**src/rtl/timing_pkg.sv**
```systemverilog
// Shared machine-state and quarter encodings for the 4004 timing chain,
// plus the one-hot state decode also used by the decode board.
package timing_pkg;

    typedef enum logic [2:0] {
        ST_A1 = 3'd0,
        ST_A2 = 3'd1,
        ST_A3 = 3'd2,
        ST_M1 = 3'd3,
        ST_M2 = 3'd4,
        ST_X1 = 3'd5,
        ST_X2 = 3'd6,
        ST_X3 = 3'd7
    } mstate_t;

    typedef enum logic [1:0] {
        Q0 = 2'd0,
        Q1 = 2'd1,
        Q2 = 2'd2,
        Q3 = 2'd3
    } quarter_t;

    // Bit n is set for machine state n, so bit 0 is A1 and bit 7 is X3.
    function automatic logic [7:0] state_onehot(input mstate_t s);
        logic [7:0] oh;
        oh    = '0;
        oh[s] = 1'b1;
        return oh;
    endfunction

endpackage

```
**src/rtl/phase_div.sv**
```systemverilog
// Tick and quarter counters: divides sysclk into four quarters per state
// and flags the edge on which the machine state must advance.
import timing_pkg::*;

module phase_div #(
    parameter int TICKS_PER_PHASE = 1
) (
    input  logic     sysclk,
    input  logic     poc,
    output quarter_t quarter,
    output quarter_t quarter_nxt,
    output logic     state_adv
);

    localparam int TW = (TICKS_PER_PHASE > 1) ? $clog2(TICKS_PER_PHASE) : 1;
    localparam logic [TW-1:0] TICK_LAST = TW'(TICKS_PER_PHASE - 1);

    logic [TW-1:0] tick;
    logic [TW-1:0] tick_nxt;
    logic          tick_wrap;

    always_comb begin
        tick_wrap   = (tick == TICK_LAST);
        tick_nxt    = tick;
        quarter_nxt = quarter;
        if (tick_wrap) begin
            tick_nxt    = '0;
            quarter_nxt = quarter_t'(quarter + 2'd1);
        end else begin
            tick_nxt    = tick + 1'b1;
        end
        state_adv = tick_wrap && (quarter == Q3);
    end

    always_ff @(posedge sysclk or posedge poc) begin
        if (poc) begin
            tick    <= '0;
            quarter <= Q0;
        end else begin
            tick    <= tick_nxt;
            quarter <= quarter_nxt;
        end
    end

endmodule

```
**src/rtl/timing_gen.sv**
```systemverilog
// 4004 machine-cycle timing generator: two-phase clocks, state strobes,
// power-on clear stretch and once-per-cycle TEST sampling.
//
//  state | meaning
//  ------+------------------------------------------
//  A1    | address nibble 1 out, a12 high
//  A2    | address nibble 2 out, a22 high
//  A3    | address nibble 3 out, a32 high
//  M1    | opcode high nibble in, m12 high
//  M2    | opcode low nibble in, m22 high
//  X1    | execute 1, x12 high
//  X2    | execute 2, x22 high, x21_clk2 strobe in q2
//  X3    | execute 3, x32 high, sync_n low, TEST sampled at q2
import timing_pkg::*;

module timing_gen #(
    parameter int TICKS_PER_PHASE = 1,
    parameter int POC_CYCLES      = 8
) (
    input  logic sysclk,
    input  logic poc,
    input  logic test_i,
    output logic clk1,
    output logic clk2,
    output logic a12,
    output logic a22,
    output logic a32,
    output logic m12,
    output logic m22,
    output logic x12,
    output logic x22,
    output logic x32,
    output logic x21_clk2,
    output logic x31_clk2,
    output logic sync_n,
    output logic poc_o,
    output logic test_o
);

    localparam int PW = $clog2(POC_CYCLES + 1);
    localparam logic [PW-1:0] POC_LAST = PW'(POC_CYCLES);

    quarter_t      quarter;
    quarter_t      quarter_nxt;
    logic          state_adv;
    mstate_t       state;
    mstate_t       state_nxt;
    logic [PW-1:0] poc_cnt;
    logic [PW-1:0] poc_cnt_nxt;
    logic          test_s1;
    logic          test_s2;
    logic          x3q2_entry;
    logic [7:0]    flags;
    logic [7:0]    flags_nxt;
    logic          clk1_nxt;
    logic          clk2_nxt;
    logic          x21_nxt;
    logic          x31_nxt;
    logic          sync_n_nxt;
    logic          poc_o_nxt;
    logic          test_o_nxt;

    phase_div #(
        .TICKS_PER_PHASE(TICKS_PER_PHASE)
    ) u_phase_div (
        .sysclk      (sysclk),
        .poc         (poc),
        .quarter     (quarter),
        .quarter_nxt (quarter_nxt),
        .state_adv   (state_adv)
    );

    assign {x32, x22, x12, m22, m12, a32, a22, a12} = flags;

    // Every output is decoded from the next counter values and registered,
    // so it changes on the same edge as the counters and cannot glitch.
    always_comb begin
        state_nxt   = state;
        poc_cnt_nxt = poc_cnt;
        if (state_adv) begin
            state_nxt = mstate_t'(state + 3'd1);
            if ((state == ST_X3) && (poc_cnt != POC_LAST)) begin
                poc_cnt_nxt = poc_cnt + 1'b1;
            end
        end

        x3q2_entry = (state_nxt == ST_X3) && (quarter_nxt == Q2) &&
                     !((state == ST_X3) && (quarter == Q2));

        flags_nxt  = state_onehot(state_nxt);
        clk1_nxt   = (quarter_nxt == Q0);
        clk2_nxt   = (quarter_nxt == Q2);
        x21_nxt    = !((state_nxt == ST_X2) && (quarter_nxt == Q2));
        x31_nxt    = !((state_nxt == ST_X3) && (quarter_nxt == Q2));
        sync_n_nxt = (state_nxt != ST_X3);
        poc_o_nxt  = poc_o && (poc_cnt_nxt != POC_LAST);
        test_o_nxt = x3q2_entry ? test_s2 : test_o;
    end

    always_ff @(posedge sysclk or posedge poc) begin
        if (poc) begin
            state    <= ST_A1;
            poc_cnt  <= '0;
            test_s1  <= 1'b0;
            test_s2  <= 1'b0;
            flags    <= state_onehot(ST_A1);
            clk1     <= 1'b1;
            clk2     <= 1'b0;
            x21_clk2 <= 1'b1;
            x31_clk2 <= 1'b1;
            sync_n   <= 1'b1;
            poc_o    <= 1'b1;
            test_o   <= 1'b0;
        end else begin
            state    <= state_nxt;
            poc_cnt  <= poc_cnt_nxt;
            test_s1  <= test_i;
            test_s2  <= test_s1;
            flags    <= flags_nxt;
            clk1     <= clk1_nxt;
            clk2     <= clk2_nxt;
            x21_clk2 <= x21_nxt;
            x31_clk2 <= x31_nxt;
            sync_n   <= sync_n_nxt;
            poc_o    <= poc_o_nxt;
            test_o   <= test_o_nxt;
        end
    end

endmodule

```
**config.mk**
```make
export PLATFORM = sky130hd
export DESIGN_NAME = timing_gen
export DESIGN_NICKNAME = d
export VERILOG_FILES = /design/src/rtl/timing_pkg.sv /design/src/rtl/phase_div.sv /design/src/rtl/timing_gen.sv
export SDC_FILE = /design/constraint.sdc
export NUM_CORES = 1
export LEC_CHECK = 0
export CAP_MARGIN = 10
export CELL_PAD_IN_SITES_DETAIL_PLACEMENT = 0
export CELL_PAD_IN_SITES_GLOBAL_PLACEMENT = 1
export CORE_ASPECT_RATIO = 0.75
export CORE_MARGIN = 2
export CORE_UTILIZATION = 51
export DETAILED_ROUTE_END_ITERATION = 12
export DONT_BUFFER_PORTS = 1
export GPL_TIMING_DRIVEN = 0
export PLACE_DENSITY = 0.8
export SYNTH_ARGS = -nofsm -noshare
export SYNTH_HDL_FRONTEND = slang
export SYNTH_HIERARCHICAL = 1
export SYNTH_SLANG_ARGS = --single-unit
```
**constraint.sdc**
```tcl
create_clock -name sysclk -period 3 [get_ports sysclk]
set_input_delay 0 -clock sysclk [delete_from_list [all_inputs] [get_ports sysclk]]
set_output_delay 0 -clock sysclk [all_outputs]
set_load 0.05 [all_outputs]
```
==> results of run 1 <==
==> flip-flops by register name, indices dropped and copies added (netlist names) <==
register,flops
x31_clk2,1
clk1,1
test_s1,1
u_phase_div/quarter,2
x21_clk2,1
poc_o,1
state,3
sync_n,1
test_o,1
test_s2,1
poc_cnt,4
flags,8
clk2,1
==> cell families (layout without fill, tap and decap cells) <==
logic type,Yosys count,after routing,synth area share
buf+inv,10,17,0.0430
flops,26,26,0.628
compound gates,5,5,0.0382
fa+ha+maj,5,5,0.0597
xor+xnor,3,3,0.0251
mux,6,6,0.0644
simple gates,28,28,0.142
==> final timing paths <==
kind / start / end / depth (start not counted)
min in group asynchronous: poc / poc_cnt[0] / 2
min: test_i / test_s1 / 1
max reg2reg: state[0] / poc_o / 6
max in group asynchronous: poc / state[0] / 2
max: state[0] / poc_o / 6
min reg2reg: test_s1 / test_s2 / 0
==> per-layer routing <==
layer,part of all wire,vias up
met4,0.0084,0
li1,-,287
met3,0.053,2
met1,0.47,299
met2,0.47,14
met5,0,-
==> synthesized netlist by cell type <==
cell,n
nand2_1,7
nand3_1,3
nand4b_1,2
dfrtp_1,20
mux2_1,1
a22o_1,1
o211ai_1,1
buf_6,1
xnor2_1,3
nand3_4,1
mux2i_1,3
dfstp_2,6
a21oi_1,1
nor2_1,8
mux2_4,1
and3_2,1
nor3_1,3
mux2_2,1
nand3b_1,1
o21ai_2,1
inv_1,9
ha_1,5
nor2b_1,2
a41o_1,1
==> per-stage QoR <==
step / area (µm²) / std cells / setup WS (ps) / total power [mW]
final: 1160 / 114 / 1200 / 0.604
after CTS: 1160 / 114 / 1170 / 0.610
after floorplan: 1050 / 83 / 1300 / 0.368
after global routing: 1160 / 114 / 1110 / 0.629
after detailed placement: 1080 / 107 / 1210 / 0.370
after global placement: 1080 / 107 / 1240 / 0.370
==> layout make-up <==
cell class / instances / share of cell area
tap: 24 / 0.0259
clock buffer: 3 / 0.0194
inverter: 9 / 0.0291
timing repair buffer: 3 / 0.0259
multi-input combinational: 47 / 0.297
clock inverter: 1 / 0.0259
sequential: 26 / 0.567
buffer: 1 / 0.00970
==> report_power, final <==
part | switching (mW) | internal, mW
Sequential | 0.00320 | 0.353
Clock | 0.103 | 0.135
Combinational | 0.00696 | 0.00312
==> reports/metrics.cfg, run 1 <==
[floorplanning]
die_x_um=56.4
ios=18
die_area_um2=2440
core_um2=1980
die_h_um=43.3
row_count=14
initial_utilization=0.530

[setup_path]
crit_chain=ha_1 > ha_1 > nand3_4 > mux2_4 > a22o_1 > a41o_1
cp_slowest_cell=dfrtp_1
crit_family=adder cells
crit_top_cell=ha_1
cpPeakStageDelay_ps=450
r2r_setup_slack_ps=1200
endpoint_kind=flip-flop
cp_num_buf_inv=0
worstPathArrival_ps=2070
cp.required_ps=3270
critPathLaunchType=flip-flop
critical_path_class=flip-flop to flip-flop
crit_fanout=4

[detailed_routing]
drt_wl_total_um=1550
dr.first_iter.drc_count=15
vias=602
wire_per_inst_um=13.6
final_antenna_net_count=0
drc=0
first_pass_iters=4
avgViaCountPerCell=5.28

[grt]
antenna_found_initial=0
grt_pass1_vias=615
grt.busiest_layer=met2
grtUsageMet3=0.0671
grt_use_met1=0.199
grt_usage=0.156
use_met2=0.247
grt_pass1_wl_um=2790
grt_max_degree=25
grt_overflow=0

[yosys]
yosysUniqueCellTypes=24
synth_cells=83
yosys_warnings=6
synth.top_cell.area_share=0.477
ys_top_cells_by_area=dfrtp_1 (48%), dfstp_2 (15%), ha_1 (6.0%)
ys_seq_area_frac=0.628
syn_area_per_cell_um2=12.6
yosysTopAreaCell=dfrtp_1
syn_nets=91
ys_ff_latch=26
syn-cell-area_um2=1050

[layout]
multi_input_area_um2=345
syn2layout_area_growth_pct=10.7
seq_area_um2=658
n_antenna_cell=0
final_core_util=0.587
final_common_cell=dfrtp_1
layout.nets=99
final_cell_mix=dfrtp_1 (20), inv_1 (9), nor2_1 (8)
layout-drive-gt1-share=0.178
fillers=177

[sta]
rsz0062_at_grt=no
setup_viol_count_final=0
worst_pin_slew_ps=867
fin_crit_sh=0.601
max_freq_mhz=555
clock_skew_ps=7.02
max_slew_margin=0.421
finalMaxSlewViolations=0
final.setup.tns_ps=0
hold_viol=0
timing.hold.ws_ps=239
min_period_ps=1800

[worst_hold_path]
hold_path_class=input pin to flip-flop

[placement]
port_buffers=0
place_hpwl_um=1090
gp_congestion=0.693

[pwr]
ir_drop_uv=469
p_per_area_nw_per_um2=520
p_leak_nw=0.558

[clocking]
cts.repair.resized=0
clk_pin_slew_worst_paths_ps=140
cts_setup_buffers=0
tritoncts=built
cts_inserted_buffers=3
holdBufCountCts=3
clkLatencyLatePin_ps=320
htreeDepth=1
cts_buffer_depth=2
clockRootBuffer=clkbuf_4
clkSinkCount=26

[run_status]
outcome=completed

[run]
maxCapViolations=0

No activity file was read; power rests on OpenSTA's default activity.
==> run 2, diff against run 1 <==
CORE_UTILIZATION = 43   (was 51)
PLACE_DENSITY = 0.72   (was 0.8)
clock period = 1.5 ns   (was 3 ns; I/O delays follow)
==> reports/metrics.cfg, run 2 (synthesis results as in run 1) <==
[sta]
max_freq_mhz=621  ; +12%
worst_pin_slew_ps=892  ; +25.1 ps
hold_viol=0  ; unchanged
finalMaxSlewViolations=0  ; unchanged
setup_ws_ps=-109  ; -1310 ps
timing.hold.ws_ps=230  ; -8.81 ps
fin_crit_sh=1.07  ; +0.472
clock_skew_ps=5.14  ; -1.88 ps
min_period_ps=1610  ; -193 ps
rsz0062_at_grt=yes
max_slew_margin=0.405  ; -0.0167
setup_viol_count_final=3  ; +3

[layout]
largest_reg_flops=8  ; unchanged
layout-drive-gt1-share=0.390  ; +0.212
final_common_cell=dfrtp_1
top_register=flags
top_regs=flags (8), poc_cnt (4), state (3)
final_core_util=0.584  ; -0.00232
syn2layout_area_growth_pct=28.6
n_antenna_cell=0  ; unchanged
layout.nets=109  ; +10%
final_cell_mix=dfrtp_1 (19), buf_4 (10), inv_1 (9)

[setup_path]
endpoint_kind=flip-flop
worstPathArrival_ps=1870  ; -200 ps
cp.required_ps=1760  ; -1510 ps
critPathLaunchType=flip-flop
crit_fanout=3  ; -1
critical_path_class=flip-flop to flip-flop

[grt]
grt_usage=0.144  ; -0.0121
grt_overflow=0  ; unchanged
grt_max_degree=25  ; unchanged
grt_pass1_wl_um=2910  ; +4.2%
grt_pass1_vias=650  ; +5.7%
antenna_found_initial=0  ; unchanged

[floorplanning]
die_x_um=61.0  ; +8.3%
initial_utilization=0.454  ; -0.0755
die_h_um=46.8  ; +8.1%
ios=18  ; unchanged
row_count=15  ; +1
core_um2=2310  ; +17%
die_area_um2=2850  ; +17%

[run_status]
violations=setup timing
outcome=finished with violations

[pwr]
p_leak_nw=0.625  ; +12%
ir_drop_uv=456  ; -2.9%
power_mw=1.20  ; +99%
p_per_area_nw_per_um2=892  ; +71%

[placement]
place_hpwl_um=1110  ; +1.5%
gp_congestion=0.745  ; +7.5%
port_buffers=0  ; unchanged

[clocking]
tritoncts=built
htreeDepth=1  ; unchanged
cts_inserted_buffers=3  ; unchanged
clk_pin_slew_worst_paths_ps=140  ; about the same
clockRootBuffer=clkbuf_4
clkSinkCount=26  ; unchanged
clkLatencyLatePin_ps=310  ; about the same
cts_buffer_depth=2  ; unchanged

[detailed_routing]
dr.first_iter.drc_count=6  ; -9
wire_per_inst_um=13.1  ; -3.4%
drt_wl_total_um=1760  ; +14%
drc=0  ; unchanged
vias=626  ; +4.0%
first_pass_iters=4  ; unchanged
final_antenna_net_count=0  ; unchanged
avgViaCountPerCell=4.67  ; -12%

[run]
maxCapViolations=0  ; unchanged

[worst_hold_path]
hold_path_class=input pin to flip-flop

## run 2: changes by cell type in the layout (fill, tap and decap cells not counted), moves of 2 or more
cell	before	now
buf_4	0	10
ha_1	5	1
ha_2	0	2
ha_4	0	2
mux2_4	1	3
mux2i_1	3	1
mux2i_2	0	2
nand3_1	3	1
xnor2_1	3	1
## run 2: final timing paths
path | start | to | slack [ps] | cells past startpoint
max reg2reg | state[0] | poc_o | -110 | 6
max | state[0] | poc_o | -110 | 6
max in group asynchronous | poc | poc_cnt[1] | 570 | 2
min | test_i | test_s1 | 230 | 1
min reg2reg | test_s1 | test_s2 | 360 | 0
min in group asynchronous | poc | poc_cnt[3] | 340 | 2
## run 2: timing repair
item	in CTS	in global routing
hold endpoints to repair	21	0
hold buffers	3	0
gates resized for setup	5	9
pin swaps	5	1
endpoints found under the setup margin	6	8
setup buffers	8	2
## run 2: final cells by class
type                            count  area, µm²
Tap cell                           34       42.5
Fill cell                         198        960
Inverter                            9       33.8
Sequential cell                    26        659
Timing Repair Buffer               13        105
Multi-Input combinational cell     47        444
Clock buffer                        3       22.5
Clock inverter                      1       30.0
Buffer                              1       11.3
## run 2: per-layer routing
metal  share of wire  up-vias  GRT usage  wire [µm]
li1                -      310          -          -
met1            0.49      299      0.184        861
met2            0.45       15      0.238        788
met3           0.055        2     0.0579         96
met4          0.0074        0     0.0261         13
met5               0        -          0          0
## run 2: critical path: stages (launching register included)
cell and delay [ps]:
dfrtp_1 410, ha_2 200, ha_4 170, nand3_4 70
mux2_4 310, a22o_1 210, a41o_1 200
## run 2: per-stage QoR
stage / std cells / area [µm²] / TNS [ps] / setup WS (ps)
global route: 134 / 1350 / -403 / -166
detailed placement: 117 / 1110 / -604 / -233
CTS: 132 / 1280 / -227 / -119
finish: 134 / 1350 / -222 / -109
global placement: 117 / 1110 / -503 / -212
floorplan: 83 / 1070 / -204 / -112
## run 2: where the power goes
part | internal (mW) | total (mW) | switching [mW]
logic | 0.00733 | 0.0217 | 0.0144
clock network | 0.270 | 0.469 | 0.199
registers | 0.706 | 0.712 | 0.00646
total | 0.983 | 1.20 | 0.219
==> run 3, diff against run 2 <==
SKIP_CTS_REPAIR_TIMING = 1   (was unset)
SYNTH_HIERARCHICAL = unset   (was 1)
==> reports/metrics.cfg, run 3 <==
[setup_path]
cp.required_ps=1760  ; about the same
critical_path_class=flip-flop to flip-flop
endpoint_kind=flip-flop
critPathLaunchType=flip-flop
crit_fanout=3  ; unchanged
r2r_setup_slack_ps=-160  ; -50 ps
worstPathArrival_ps=1920  ; +50 ps

[layout]
fin_area_um2=1370  ; +1.2%
top_regs=flags (8), poc_cnt (4), state (3)
layout-drive-gt1-share=0.462  ; +0.0715
n_antenna_cell=0  ; unchanged
layout.nets=115  ; +5.5%
final_cell_mix=dfrtp_1 (17), buf_4 (12), nand2_1 (9)
largest_reg_flops=8  ; unchanged
final_core_util=0.582  ; -0.00241
instances_no_fill=138  ; +3.0%
syn2layout_area_growth_pct=25.0
final_common_cell=dfrtp_1
top_register=flags

[clocking]
cts_buffer_depth=2  ; unchanged
clkLatencyLatePin_ps=310  ; about the same
tritoncts=built
clockRootBuffer=clkbuf_4
clk_pin_slew_worst_paths_ps=130  ; about the same
cts_inserted_buffers=3  ; unchanged
htreeDepth=1  ; unchanged
clkSinkCount=26  ; unchanged

[sta]
setup_viol_count_final=3  ; unchanged
max_slew_margin=0.376  ; -0.0286
final.setup.tns_ps=-307  ; -85.1 ps
worst_pin_slew_ps=935  ; +42.8 ps
hold_viol=0  ; unchanged
fin_crit_sh=1.11  ; +0.0360
rsz0062_at_grt=yes
clock_skew_ps=6.24  ; +1.10 ps
max_freq_mhz=601  ; -3.2%
timing.hold.ws_ps=241  ; +10.3 ps
setup_ws_ps=-163  ; -54.0 ps
finalMaxSlewViolations=0  ; unchanged
min_period_ps=1660  ; +54.0 ps

[floorplanning]
die_area_um2=2960  ; +3.9%
die_x_um=62.2  ; +1.9%
initial_utilization=0.466  ; +0.0114
row_count=15  ; unchanged
ios=18  ; unchanged
die_h_um=47.7  ; +1.9%
core_um2=2350  ; +1.6%

[detailed_routing]
first_pass_iters=4  ; unchanged
final_antenna_net_count=0  ; unchanged
drt_wl_total_um=1780  ; +1.3%
avgViaCountPerCell=4.66  ; -0.26%
drc=0  ; unchanged
dr.first_iter.drc_count=30  ; +24
vias=643  ; +2.7%
wire_per_inst_um=12.9  ; -1.6%

[worst_hold_path]
hold_path_class=input pin to flip-flop

[grt]
grt_pass1_vias=562  ; -14%
grt_usage=0.122  ; -0.0225
grt_pass1_wl_um=2660  ; -8.5%
grt_overflow=0  ; unchanged
grt.busiest_layer=met2
grtUsageMet3=0.0635  ; +0.00568
grt_max_degree=27  ; +8.0%
use_met2=0.191  ; -0.0470
grt_use_met1=0.159  ; -0.0248
antenna_found_initial=0  ; unchanged

[yosys]
async_flop_share=1.00  ; unchanged
synth_edf_count=0  ; unchanged
yosys.area_share.adder=0.0802  ; +0.0205
yosys_warnings=0  ; -6
synth-xor-area-share=0.0321  ; +0.00701
yosysUniqueCellTypes=27  ; +13%
synth_mux_area_frac=0.0229  ; -0.0415
syn_nets=96  ; +5.5%
yosysTopAreaCell=dfrtp_1
synth_top_family_by_area=simple AND/OR/NAND/NOR gates
synth_compound_area_frac=0.0435  ; +0.00534
syn_area_per_cell_um2=12.7  ; +0.54%
synth_cells=86  ; +3.6%
ys_top_cells_by_count=dfrtp_1 (20), inv_1 (10), nand2_1 (10), ha_1 (7)
ys.flop_type=dfrtp_1
ys_ff_latch=26  ; unchanged
ys_seq_area_frac=0.603  ; -0.0252
synthSimpleGateAreaFrac=0.171  ; +0.0287
yosysMostFrequentCell=dfrtp_1
syn-cell-area_um2=1090  ; +4.2%
synth.top_cell.area_share=0.458  ; -0.0191
ys_top_cells_by_area=dfrtp_1 (46%), dfstp_2 (14%), ha_1 (8.0%)

[placement]
dp.cells=120  ; +2.6%
dpl_cell_area_um2=1150  ; +3.6%
place_hpwl_um=1160  ; +5.2%
port_buffers=0  ; unchanged
gp_congestion=0.678  ; -9.0%

[run]
maxCapViolations=0  ; unchanged

[run_status]
violations=setup timing
outcome=finished with violations

[pwr]
p_leak_nw=0.624  ; -0.12%
p_per_area_nw_per_um2=748  ; -16%
ir_drop_uv=551  ; +21%

run 3: through the flow:
step	setup slack (ps)	power [mW]
final	-163	1.02
after global routing	-194	1.07
after CTS	-209	1.04
after detailed placement	-195	0.741
after global placement	-180	0.740
after floorplan	-87.6	0.737
run 3: kinds of logic (layout without fill, tap and decap cells):
family	count (synthesis)	count (layout)
buffers and inverters	12	30
xor gates and xnor gates	4	4
DFF	26	26
and+or+nand+nor	31	31
muxes	2	2
AOI/OAI and AO/OA	4	4
adders and majority gates	7	7
run 3: power breakdown:
group | switching (mW) | internal (mW)
clock network | 0.186 | 0.104
logic | 0.0133 | 0.00537
registers | 0.00653 | 0.706
total | 0.206 | 0.815
run 3: final timing paths:
kind | startpoint | to | cells after the start
min | test_i | test_s1 | 1
min in group asynchronous | poc | u_phase_div.quarter[0] | 2
min reg2reg | test_s1 | test_s2 | 0
max in group asynchronous | poc | poc_cnt[0] | 2
max | poc_cnt[0] | poc_o | 6
max reg2reg | poc_cnt[0] | poc_o | 6
run 3: worst max-delay path: stages (launching register included):
cell and delay [ps]:
dfrtp_2 430, inv_2 90, ha_4 210, nand4b_1 260, nor4b_2 340, nor4_2 90
o21a_1 190
run 3: layout make-up:
type | count | area [µm²]
Fill cell | 193 | 981
Multi-Input combinational cell | 48 | 472
Tap cell | 34 | 42.5
Timing Repair Buffer | 14 | 110
Clock buffer | 4 | 26.3
Buffer | 1 | 11.3
Sequential cell | 26 | 662
Inverter | 11 | 41.3
run 3: layer usage:
| metal | part of all wire | vias to the layer above |
|---|---|---|
| met5 | 0 | - |
| met4 | 0 | 0 |
| met3 | 0.061 | 0 |
| met2 | 0.45 | 18 |
| met1 | 0.48 | 312 |
| li1 | - | 313 |
